===== src/rtl/fc_pkg.sv =====
// Shared types and helpers for the fully-connected layer address sequencer.
// Latency: n/a (types and elaboration-time helper only).
// Backpressure: n/a.
package fc_pkg;

    // Sequencer control states.
    typedef enum logic [1:0] {
        ST_IDLE = 2'd0,
        ST_RUN  = 2'd1,
        ST_DONE = 2'd2
    } fc_state_t;

    // Width needed to count 0..n-1. The floor of 1 bit keeps a 1-deep
    // counter legal as a vector.
    function automatic int fc_width(input int n);
        return (n <= 2) ? 1 : $clog2(n);
    endfunction

endpackage


===== src/rtl/fc_nested_counter.sv =====
// Two wrapping counters (a: 0..A_N-1, b: 0..B_N-1); a_inner picks which one steps fastest.
// Latency: counts update on the clock edge that samples step; wrap flags are combinational.
// Backpressure: none; advances only on step, clr has priority over step.
//
// Ports: clk, rst_n (async, active low), clr (sync zero), step (advance once),
//        a_inner (1: a inner / b outer, 0: b inner / a outer),
//        a, b (current counts), a_last, b_last (count is at its final value).
module fc_nested_counter #(
    parameter int A_N = 4,
    parameter int B_N = 2,
    parameter int A_W = 2,
    parameter int B_W = 1
) (
    input  logic           clk,
    input  logic           rst_n,
    input  logic           clr,
    input  logic           step,
    input  logic           a_inner,
    output logic [A_W-1:0] a,
    output logic [B_W-1:0] b,
    output logic           a_last,
    output logic           b_last
);

    assign a_last = (a == A_W'(A_N - 1));
    assign b_last = (b == B_W'(B_N - 1));

    always_ff @(posedge clk or negedge rst_n) begin
        if (!rst_n) begin
            a <= '0;
            b <= '0;
        end else if (clr) begin
            a <= '0;
            b <= '0;
        end else if (step) begin
            if (a_inner) begin
                if (a_last) begin
                    a <= '0;
                    b <= b_last ? '0 : b + B_W'(1);
                end else begin
                    a <= a + A_W'(1);
                end
            end else begin
                if (b_last) begin
                    b <= '0;
                    a <= a_last ? '0 : a + A_W'(1);
                end else begin
                    b <= b + B_W'(1);
                end
            end
        end
    end

endmodule


===== src/rtl/fc_addr_sequencer.sv =====
// Weight/bias address sequencer for one FC layer pass, forward (row) or backward (transposed).
// Latency: pointers/flags registered 1 cycle after the accepting valid_i beat; done_o 1 cycle after the final pointer.
// Backpressure: valid_i low stalls the walk (pointers hold, ptr_valid 0); toggling forward mid-pass aborts.
//
// Ports: clk, rst_n (async, active low), start_i (launch pulse), forward (traversal mode),
//        valid_i (operand beat), head_ptr / mid_ptr (weight addresses, both buffer halves),
//        bias_ptr, has_bias, ptr_valid, last_o (row end), done_o (pass end pulse), busy_o.
module fc_addr_sequencer
    import fc_pkg::*;
#(
    parameter int FAN_IN         = 16,
    parameter int FAN_OUT        = 16,
    parameter int LANES          = 4,
    parameter int ADDR           = 10,
    parameter int BIAS_ADDR      = 4,
    parameter int MID_PTR_OFFSET = 512
) (
    input  logic                 clk,
    input  logic                 rst_n,
    input  logic                 start_i,
    input  logic                 forward,
    input  logic                 valid_i,
    output logic [ADDR-1:0]      head_ptr,
    output logic [ADDR-1:0]      mid_ptr,
    output logic [BIAS_ADDR-1:0] bias_ptr,
    output logic                 has_bias,
    output logic                 ptr_valid,
    output logic                 last_o,
    output logic                 done_o,
    output logic                 busy_o
);

    localparam int GROUPS = FAN_OUT / LANES;
    localparam int K_W    = fc_width(FAN_IN);
    localparam int G_W    = fc_width(GROUPS);

    // Backward walk steps by FAN_IN down a column; at the column end it
    // rewinds to the top of the next column, i.e. -(GROUPS-1)*FAN_IN + 1.
    localparam logic [ADDR-1:0] BWD_STEP = ADDR'(FAN_IN);
    localparam logic [ADDR-1:0] BWD_WRAP = ADDR'(1 - (GROUPS - 1) * FAN_IN);
    localparam logic [ADDR-1:0] MID_OFS  = ADDR'(MID_PTR_OFFSET);

    if (FAN_IN < 2) begin : g_bad_fan_in
        $error("fc_addr_sequencer: FAN_IN must be >= 2");
    end
    if (FAN_OUT % LANES != 0) begin : g_bad_lanes
        $error("fc_addr_sequencer: FAN_OUT must be a multiple of LANES");
    end
    if (ADDR < $clog2(GROUPS * FAN_IN + MID_PTR_OFFSET)) begin : g_bad_addr
        $error("fc_addr_sequencer: ADDR too narrow");
    end
    if (BIAS_ADDR < $clog2(GROUPS)) begin : g_bad_bias
        $error("fc_addr_sequencer: BIAS_ADDR too narrow");
    end

    fc_state_t       state_q, state_d;
    logic            fwd_q;
    logic            final_q;
    logic [ADDR-1:0] addr_q;
    logic [ADDR-1:0] addr_next;
    logic [K_W-1:0]  k;
    logic [G_W-1:0]  g;
    logic            k_last, g_last;
    logic            run, abort, beat, final_beat, cnt_clr;

    assign run        = (state_q == ST_RUN);
    assign abort      = run && (forward != fwd_q);
    // Once the final beat is taken, further valid_i in RUN is ignored.
    assign beat       = run && valid_i && !abort && !final_q;
    assign final_beat = beat && k_last && g_last;
    // Starting from IDLE consumes no beat even if valid_i is high.
    assign cnt_clr    = ((state_q == ST_IDLE) && start_i) || abort;

    fc_nested_counter #(
        .A_N (FAN_IN),
        .B_N (GROUPS),
        .A_W (K_W),
        .B_W (G_W)
    ) u_cnt (
        .clk     (clk),
        .rst_n   (rst_n),
        .clr     (cnt_clr),
        .step    (beat),
        .a_inner (fwd_q),
        .a       (k),
        .b       (g),
        .a_last  (k_last),
        .b_last  (g_last)
    );

    // Running address g*FAN_IN + k, tracked with adds only.
    always_comb begin
        addr_next = addr_q + ADDR'(1);
        if (!fwd_q) begin
            addr_next = g_last ? (addr_q + BWD_WRAP) : (addr_q + BWD_STEP);
        end
    end

    always_comb begin
        state_d = state_q;
        case (state_q)
            ST_IDLE: if (start_i) state_d = ST_RUN;
            ST_RUN: begin
                if (abort)        state_d = ST_IDLE;
                else if (final_q) state_d = ST_DONE;
            end
            ST_DONE: state_d = ST_IDLE;
            default: state_d = ST_IDLE;
        endcase
    end

    always_ff @(posedge clk or negedge rst_n) begin
        if (!rst_n) begin
            state_q   <= ST_IDLE;
            fwd_q     <= 1'b0;
            final_q   <= 1'b0;
            addr_q    <= '0;
            head_ptr  <= '0;
            bias_ptr  <= '0;
            has_bias  <= 1'b0;
            ptr_valid <= 1'b0;
            last_o    <= 1'b0;
        end else begin
            state_q <= state_d;
            if ((state_q == ST_IDLE) && start_i) begin
                fwd_q <= forward;
            end
            // Holds the one-cycle gap between the final pointer and done_o.
            final_q <= (state_d == ST_RUN) && (final_q || final_beat);
            if (cnt_clr) begin
                addr_q <= '0;
            end else if (beat) begin
                addr_q <= addr_next;
            end
            ptr_valid <= beat;
            has_bias  <= beat && fwd_q && (k == '0);
            last_o    <= beat && (fwd_q ? k_last : g_last);
            if (beat) begin
                head_ptr <= addr_q;
            end
            if (beat && fwd_q) begin
                bias_ptr <= BIAS_ADDR'(g);
            end
        end
    end

    assign mid_ptr = head_ptr + MID_OFS;
    assign done_o  = (state_q == ST_DONE);
    assign busy_o  = (state_q != ST_IDLE);

endmodule


===== config.mk =====
export PLATFORM = sky130hd
export DESIGN_NAME = fc_addr_sequencer
export DESIGN_NICKNAME = d
export VERILOG_FILES = /design/src/rtl/fc_pkg.sv /design/src/rtl/fc_nested_counter.sv /design/src/rtl/fc_addr_sequencer.sv
export SDC_FILE = /design/constraint.sdc
export NUM_CORES = 1
export LEC_CHECK = 0
export ABC_AREA = 1
export CELL_PAD_IN_SITES_DETAIL_PLACEMENT = 0
export CELL_PAD_IN_SITES_GLOBAL_PLACEMENT = 1
export CORE_ASPECT_RATIO = 1.2
export CORE_MARGIN = 2
export CORE_UTILIZATION = 42
export CTS_CLUSTER_DIAMETER = 200
export CTS_CLUSTER_SIZE = 30
export DETAILED_ROUTE_END_ITERATION = 8
export PLACE_DENSITY_LB_ADDON = 0.25
export SYNTH_ARGS = -nofsm -noshare
export SYNTH_HDL_FRONTEND = slang
export SYNTH_SLANG_ARGS = --single-unit

===== constraint.sdc =====
create_clock -name clk -period 2.15 [get_ports clk]
set_input_delay 0.3225 -clock clk [delete_from_list [all_inputs] [get_ports clk]]
set_output_delay 0.3225 -clock clk [all_outputs]
set_load 0.02 [all_outputs]

* Word-level counts from Yosys, hierarchy flattened
Index checks and enable logic that the tools add are counted.
Storage, ports and cells: register bits 35, logic and storage cells 65, input bits 5, output and inout bits 29
Cells by class: add/sub/neg operators 6, equality and inequality tests 7, reductions and logical operators 22, multiplexer cells 19
Operators by type and width (number):
- 10-bit 2-to-1 mux | 4
- 10-bit adder (second input constant) | 2
- 4-bit 2-to-1 mux | 5
- 2-bit 2-to-1 mux | 8
- 1-bit logical AND | 11
- 10-bit by 1-bit adder with 10-bit output (second input constant) | 1
- 10-bit by 5-bit adder with 10-bit output (second input constant) | 1
- 4-bit by 1-bit adder with 4-bit output (second input constant) | 1
- 2-bit by 1-bit == test with 1-bit output (second input constant) | 2
- 2-bit == test (second input constant) | 2
- 4-bit == test (second input constant) | 1
- 4-bit logical NOT | 1
- 2-bit case mux with 2 select lines | 1
- 2-bit AND reduction | 2
- 2-bit nonzero test | 2
- 3-bit by 1-bit inequality test with 1-bit output (second input constant) | 1
- 3-bit nonzero test | 1
- 2-bit by 1-bit adder with 2-bit output (second input constant) | 1
- 1-bit logical NOT | 2
- 2-bit logical NOT | 1
- 1-bit logical OR | 2
- 1-bit 2-to-1 mux | 1
- 1-bit inequality test | 1

* Logic depth before layout (Yosys ltp)
Gate-level depths: netlist of the first run.
depth in word-level cells 9, depth in mapped cells 11, depth with buffers taken out 11

* Modules after synthesis
Synthesis of the first run repeated with hierarchy kept, for this count alone.
Unflattened totals: cell total of the unflattened synthesis 270, area, all modules 2080.7 um2
Modules (own cells, without submodules):
- fc_addr_sequencer | area an instance 1712.9 um2, seq. area each 725.7 um2, cells each 223, instances 1
- fc_nested_counter | area an instance 367.9 um2, seq. area each 150.1 um2, cells each 47, instances 1

* Worst setup path after synthesis of the first run
Ideal clock, no wire load.
path kind register to register, start point register u_cnt.b[0], end point register addr_q[7], path slack 0.789 ns, buffers on the path 0, data arrival time 1.241 ns, cell stages (with the launch flop) 11, required time 2.031 ns, period minus slack after synthesis 1.361 ns, setup time 0.119 ns, path through dfrtp_1 > ha_1 > inv_1 > nor2_1 > inv_1 > o21ai_0 > nand2_1 > nor2_1 > nand3_1 > nand2_1 > nor2_1
On the way: cells in the longest elaborated chain, start to end 5
RTL lines:
- start: declaration | RTL line fc_nested_counter.sv:20 | output logic [B_W-1:0] b,
- start signal: assignment | RTL line fc_nested_counter.sv:39 | b <= b_last ? '0 : b + B_W'(1);
- start signal: assignment | RTL line fc_nested_counter.sv:48 | b <= b + B_W'(1);
- 2-bit == test | RTL line fc_nested_counter.sv:26 | assign b_last = (b == B_W'(B_N - 1));
- 10-bit 2-to-1 mux | RTL line fc_addr_sequencer.sv:95 | addr_next = g_last ? (addr_q + BWD_WRAP) : (addr_q + BWD_STEP);
- 10-bit 2-to-1 mux | RTL line fc_addr_sequencer.sv:94 | if (!fwd_q) begin
- 10-bit 2-to-1 mux | RTL line fc_addr_sequencer.sv:132 | end else if (beat) begin
- 10-bit 2-to-1 mux | RTL line fc_addr_sequencer.sv:130 | if (cnt_clr) begin
- end signal: assignment | RTL line fc_addr_sequencer.sv:133 | addr_q <= addr_next;
- end: declaration | RTL line fc_addr_sequencer.sv:59 | logic [ADDR-1:0] addr_q;
No other way between the ends. The select of a mux whose other input is x is not followed. A chain may end at the register's enable or synchronous reset.

* Final worst setup path of the first run
start point register state_q[1], end point output port busy_o
On the way: cells in the longest elaborated chain, start to end 1
RTL lines:
- start: declaration | RTL line fc_addr_sequencer.sv:56 | fc_state_t state_q, state_d;
- start signal: assignment | RTL line fc_addr_sequencer.sv:124 | state_q <= state_d;
- 2-bit nonzero test | RTL line fc_addr_sequencer.sv:149 | assign busy_o = (state_q != ST_IDLE);
- end: declaration | RTL line fc_addr_sequencer.sv:30 | output logic busy_o
No other way between the ends.

==> results of run 1 <==
layout make-up:
class,count,area (um2),area share
Sequential cell,35,876,0.374
Multi-Input combinational cell,161,845,0.361
Timing Repair Buffer,34,333,0.142
Inverter,31,116,0.0497
Clock buffer,8,100,0.0427
Tap cell,58,72.6,0.0310
cells in the final DEF, fill, tap and decap left out:
master / n
nor2_1: 23
nor3_1: 2
nand3_1: 14
o21ai_1: 1
nor4_1: 1
o22ai_1: 2
nand4_4: 1
nand2_4: 4
o21ai_0: 24
buf_4: 3
clkbuf_1: 1
nor2_4: 3
inv_1: 31
dfrtp_1: 35
nand2_1: 58
a21oi_1: 15
nor2_2: 1
nand3_4: 1
xor2_1: 1
clkdlybuf4s50_1: 31
conb_1: 2
nand4_1: 1
ha_1: 6
nor2_8: 1
clkbuf_8: 7
worst min-delay path by stage:
stage | to | cells past startpoint | from | slack, ns
6_report | has_bias$_DFF_PN0_ | 2 | rst_n | 0.45
5_1_grt | u_cnt.a[2]$_DFFE_PN0P_ | 2 | rst_n | 0.50
2_1_floorplan | addr_q[0]$_DFFE_PN0P_ | 0 | rst_n | 0.03
4_1_cts | has_bias$_DFF_PN0_ | 2 | rst_n | 0.47
3_5_place_dp | bias_ptr[1]$_DFFE_PN0P_ | 2 | bias_ptr[1]$_DFFE_PN0P_ | 0.48
3_3_place_gp | bias_ptr[0]$_DFFE_PN0P_ | 2 | bias_ptr[0]$_DFFE_PN0P_ | 0.48
worst max-delay path, delay by kind of cell (launching register included):
kind | cells | cell delay [ns]
buffers and inverters | 2 | 0.69
flip-flops | 1 | 0.40
AND/OR/NAND/NOR | 1 | 0.11
sequential cells by signal, indices dropped and copies added (netlist names):
name and count:
addr_q 10, head_ptr 10, u_cnt.a 4, state_q 2
bias_ptr 2, u_cnt.b 2, ptr_valid 1, has_bias 1
fwd_q 1, last_o 1, final_q 1
routing by layer:
layer	share of wire	track usage	up-vias
met2	0.47	0.282	35
met3	0.043	0.0467	8
met5	0	0	-
li1	-	-	813
met1	0.46	0.208	700
met4	0.024	0.0796	0
logic make-up (layout without fill, tap and decap cells):
logic type	count (synthesis)	count (layout)	synth area share
AOI/OAI and AO/OA	42	42	0.109
and+or+nand+nor	110	110	0.277
DFF	35	35	0.448
other	1	2	0.00192
xor gates and xnor gates	1	1	0.00449
adders and majority gates	6	6	0.0384
buffers and inverters	46	73	0.121
power breakdown:
group | leakage (nW) | total, mW | switching (mW) | internal, mW
clock network | 0.0515 | 0.519 | 0.227 | 0.292
registers | 0.481 | 0.888 | 0.107 | 0.781
logic | 0.559 | 1.03 | 0.630 | 0.398
==> run_results.csv, run 1 <==
group,metric,value,unit
outcome,status,"completed",
floorplanning,ioPinCount,34,
run,max_cap_viol_count,0,
clock_tree,cts_setup_buffers,0,
place,placed_area,2240,um2
critical_path,crit_start,"state_q[1]$_DFF_PN0_",
clock_tree,cts-htree-levels,2,
clock_tree,clkTransAtPathRegs,0.07,ns
finish,fin_util,0.517,
place,pre_cts_slack,0.287,ns
sta,fin_tns_setup,0,ns
floorplanning,dieArea,5210,um2
critical_path,crit_path_end,"busy_o",
synth,synthFlopType,"dfrtp_1",
finish,drive_gt1_frac,0.0781,
detailed_routing,drcViolationCount,0,
clock_tree,cts_inserted_buffers,5,
clock_tree,clockBufferDepth,2,
sta,fin_hold_ws,0.451,ns
synth,synth_top_area_cell,"dfrtp_1",
critical_path,arrival,1.48,ns
sta,fin_crit,1.81,ns
sta,grt_setup_unrepaired,"false",
global_route,grt_usage,0.172,
sta,max_freq,553,MHz
floorplanning,die_w,66.3,um
place,place_congestion,0.827,
clock_tree,cts_resized,0,
floorplanning,num_rows,27,
synth,synth_cells,241,
critical_path,r2r_cells,10,
synth,synth_area_per_cell,8.10,um2
synth,synth-edff-count,0,
sta,final.setup.worst_slack,0.343,ns
finish,nNetsFinal,279,
detailed_routing,drtIter0Drc,62,
detailed_routing,dr_total_vias,1556,
power_and_ir_drop,peakVddDrop,0.000556,V
synth,yosysMostFrequentCell,"nand2_1",
critical_path,worst-r2r-setup-slack,0.59,ns
global_route,grt_pass1_vias,1534,
floorplanning,coreArea,4530,um2
clock_tree,holdBufCountCts,0,
power_and_ir_drop,power,2.44,mW
global_route,gr-total-overflow,0,
power_and_ir_drop,power_density,1040,nW/um2
sta,setup_violations,0,
detailed_routing,dr.pass1.iters,4,
global_route,grt_max_degree,36,
synth,ys_top_cells_by_count,"58 x nand2_1, 35 x dfrtp_1, 31 x inv_1, 24 x o21ai_0, 23 x nor2_1",
synth,ys_seq_elements,35,
global_route,grt_pass1_wl,6800,um
critical_path,worstReg2RegEnd,"addr_q[7]$_DFFE_PN0P_",
floorplanning,die_h,78.7,um
critical_path,cp_cell_sequence,"inv_1 -> nand2_1 -> clkdlybuf4s50_1",
critical_path,r2r_start,"u_cnt.b[1]$_DFFE_PN0P_",
detailed_routing,wl,3810,um
clock_tree,clk_latency,0.29,ns
synth,synth_area_leaders,"dfrtp_1 45%, nand2_1 11%, o21ai_0 6.1%",
critical_path,crit_fanout,3,
clock_tree,root_buffer,"clkbuf_8",
detailed_routing,wl_per_cell,11.6,um
synth,yosysWarnings,0,
synth,ys_async_sr_fraction,1.00,
power_and_ir_drop,power_leakage,1.09,nW
critical_path,crit_required,1.83,ns
place,io_buffers,31,
detailed_routing,postRouteAntennaNets,0,
detailed_routing,vias_per_cell,4.76,
finish,instances_no_fill,327,
finish,areaGrowthSynthToFinish,19.9,%
finish,num_antenna_cells,0,
critical_path,cp_slowest_cell,"clkdlybuf4s50_1",
sta,period_share,0.841,
synth,syn-cell-area,1950,um2
global_route,antenna_found_initial,0,
synth,ys_seq_area_frac,0.448,
finish,fillCellCount,465,
finish,post-route-cell-area,2340,um2
sta,slew_violations,0,
critical_path,max_stage_delay,0.62,ns
place,hpwl,2840,um
critical_path,critPathKind,"reg2out",
synth,netlist.area_leader.share,0.448,
worst_hold_path,min_path_type,"in2async",
critical_path,start_kind,"flip-flop",
sta,clock_skew,0.00517,ns
clock_tree,clkSinkCount,35,
sta,hold_violations,0,
floorplanning,start_util,0.431,
synth,synth_cell_types,24,
clock_tree,cts_tree,"done",
place,placed_cells,319,
critical_path,cp-end-kind,"output pin",
No activity file was read; power rests on OpenSTA's default activity.
==> inputs of run 2 (changes only) <==
--- a/config.mk
+++ b/config.mk
@@ -10,7 +10,7 @@
 export CELL_PAD_IN_SITES_GLOBAL_PLACEMENT = 1
 export CORE_ASPECT_RATIO = 1.2
 export CORE_MARGIN = 2
-export CORE_UTILIZATION = 42
+export CORE_UTILIZATION = 35
 export CTS_CLUSTER_DIAMETER = 200
 export CTS_CLUSTER_SIZE = 30
 export DETAILED_ROUTE_END_ITERATION = 8
==> constraint.sdc (replaced) <==
create_clock -name clk -period 1.4 [get_ports clk]
set_input_delay 0.21 -clock clk [delete_from_list [all_inputs] [get_ports clk]]
set_output_delay 0.21 -clock clk [all_outputs]
set_load 0.02 [all_outputs]
==> run 2 against run 1 <==
The flow now finishes with violations (setup timing); routed wire length increased by 16%; register-to-register slack worse by 0.59 ns; die area grew 19%; worst hold slack worse by 0.17 ns; critical endpoint is now head_ptr[2]$_DFFE_PN0P_.
==> run_results.csv, run 2 (synthesized netlist as in run 1, its figures left out) <==
group,metric,value,unit
sta,fin_tns_setup,-0.00953,ns
sta,period_share,1.00,
finish,drive_gt1_frac,0.296,
detailed_routing,drtIter0Drc,59,
critical_path,crit_required,1.57,ns
critical_path,r2r_start,"fwd_q$_DFFE_PN0P_",
critical_path,r2r_cells,7,
critical_path,crit_start,"fwd_q$_DFFE_PN0P_",
finish,nNetsFinal,311,
power_and_ir_drop,peakVddDrop,0.000885,V
place,placed_area,2440,um2
floorplanning,coreArea,5330,um2
finish,num_antenna_cells,0,
sta,hold_violations,0,
sta,fin_hold_ws,0.286,ns
clock_tree,clockBufferDepth,2,
floorplanning,dieArea,6200,um2
place,placed_cells,345,
power_and_ir_drop,power,4.08,mW
critical_path,arrival,1.58,ns
global_route,grt_pass1_wl,7730,um
clock_tree,cts_tree,"done",
clock_tree,cts_inserted_buffers,5,
finish,fin_util,0.498,
power_and_ir_drop,p_seq_frac,0.330,
sta,max_freq,712,MHz
place,pre_cts_slack,-0.269,ns
global_route,grt_use_met2,0.273,
power_and_ir_drop,p_switching,1.67,mW
finish,final_common_cell,"nand2_1",
global_route,gr-total-overflow,0,
place,place_congestion,0.773,
place,hpwl,3180,um
worst_hold_path,min_path_type,"in2async",
finish,instances_no_fill,363,
outcome,violations,"setup timing",
global_route,grt_pass1_vias,1722,
power_and_ir_drop,switching_share,0.410,
critical_path,critPathKind,"reg2reg",
floorplanning,die_h,85.8,um
run,max_cap_viol_count,0,
clock_tree,clk_latency,0.28,ns
floorplanning,ioPinCount,34,
sta,setup_violations,4,
global_route,antenna_found_initial,0,
floorplanning,num_rows,29,
detailed_routing,vias_per_cell,4.65,
power_and_ir_drop,power_density,1540,nW/um2
floorplanning,start_util,0.366,
sta,slew_violations,0,
floorplanning,die_w,72.2,um
finish,largestRegisters,"addr_q: 10 flops, head_ptr: 10 flops, u_cnt.a: 4 flops",
detailed_routing,postRouteAntennaNets,0,
global_route,met3_usage,0.0317,
clock_tree,cts-htree-levels,2,
sta,final.setup.worst_slack,-0.00413,ns
detailed_routing,dr_total_vias,1688,
detailed_routing,wl,4420,um
detailed_routing,drcViolationCount,0,
global_route,grt_usage,0.159,
critical_path,crit_fanout,16,
outcome,status,"complete, but fails checks",
place,io_buffers,31,
clock_tree,clkSinkCount,35,
critical_path,cp-end-kind,"flip-flop",
finish,post-route-cell-area,2650,um2
critical_path,start_kind,"flip-flop",
finish,areaGrowthSynthToFinish,35.9,%
sta,grt_setup_unrepaired,"true",
finish,final_cell_mix,"50 x nand2_1, 32 x dfrtp_1, 32 x buf_4, 25 x dlygate4sd2_1, 24 x inv_1",
clock_tree,clkTransAtPathRegs,0.07,ns
global_route,grt_max_degree,36,
global_route,grt.busiest_layer,"met2",
detailed_routing,wl_per_cell,12.2,um
power_and_ir_drop,clock_power_share,0.176,
clock_tree,root_buffer,"clkbuf_8",
sta,clock_skew,0.00564,ns
power_and_ir_drop,combPwrFrac,0.494,
global_route,met1_usage,0.196,
sta,fin_crit,1.40,ns
detailed_routing,dr.pass1.iters,4,
power_and_ir_drop,power_leakage,1.35,nW
power_and_ir_drop,p_int,2.41,mW
-- run 2: cell types whose count changed in the layout (fill, tap and decap cells not counted), sizes merged --
cell	before	now
buf	3	37
clkdlybuf4s50	31	4
dlygate4sd2	0	25
clkbuf	8	6
clkinv	0	1
clkinvlp	0	1
-- run 2: final cells by class --
type                    count  area (um2)
multi-input cells         161         935
clock inverters             2        12.5
well taps                  62        77.6
clock buffers               6        72.6
flip-flops and latches     35         880
repair buffers             66         561
inverters                  31         116
fillers                   530        2680
-- run 2: worst paths after layout --
check,endpoint,slack (ns)
worst max-delay path,head_ptr[2]$_DFFE_PN0P_,-0.004
worst min-delay path,u_cnt.a[1]$_DFFE_PN0P_,0.29
worst max register to register,head_ptr[2]$_DFFE_PN0P_,-0.004
worst min register to register,head_ptr[6]$_DFFE_PN0P_,0.49
max in group asynchronous,fwd_q$_DFFE_PN0P_,0.92
min in group clk,head_ptr[6]$_DFFE_PN0P_,0.49
-- run 2: critical path: stages (launching register included) --
cell and delay (ns):
dfrtp_2 0.40, buf_4 0.13, nand2_4 0.05, nand2_4 0.11, nand4_4 0.19, buf_4 0.27, nand2_1 0.07, o21ai_0 0.07
-- run 2: power groups by stage --
stage / sequential (mW) / combinational (mW) / clock (mW)
finish: 1.35 / 2.02 / 0.716
global route: 1.38 / 2.22 / 0.794
floorplan: 1.46 / 1.05 / 0
detailed placement: 1.37 / 1.91 / 0
CTS: 1.35 / 1.94 / 0.755
global placement: 1.38 / 1.91 / 0
-- run 2: routing by layer --
| layer | vias to the layer above | share of wire |
|---|---|---|
| li1 | 882 | - |
| met1 | 764 | 0.43 |
| met2 | 33 | 0.51 |
| met3 | 9 | 0.034 |
| met4 | 0 | 0.021 |
| met5 | - | 0 |
-- run 2: timing repair --
action,4_1_cts,5_1_grt
pin swaps,5,9
hold buffers,0,0
setup buffers,6,4
setup endpoints to repair,41,29
gates resized for setup,48,28
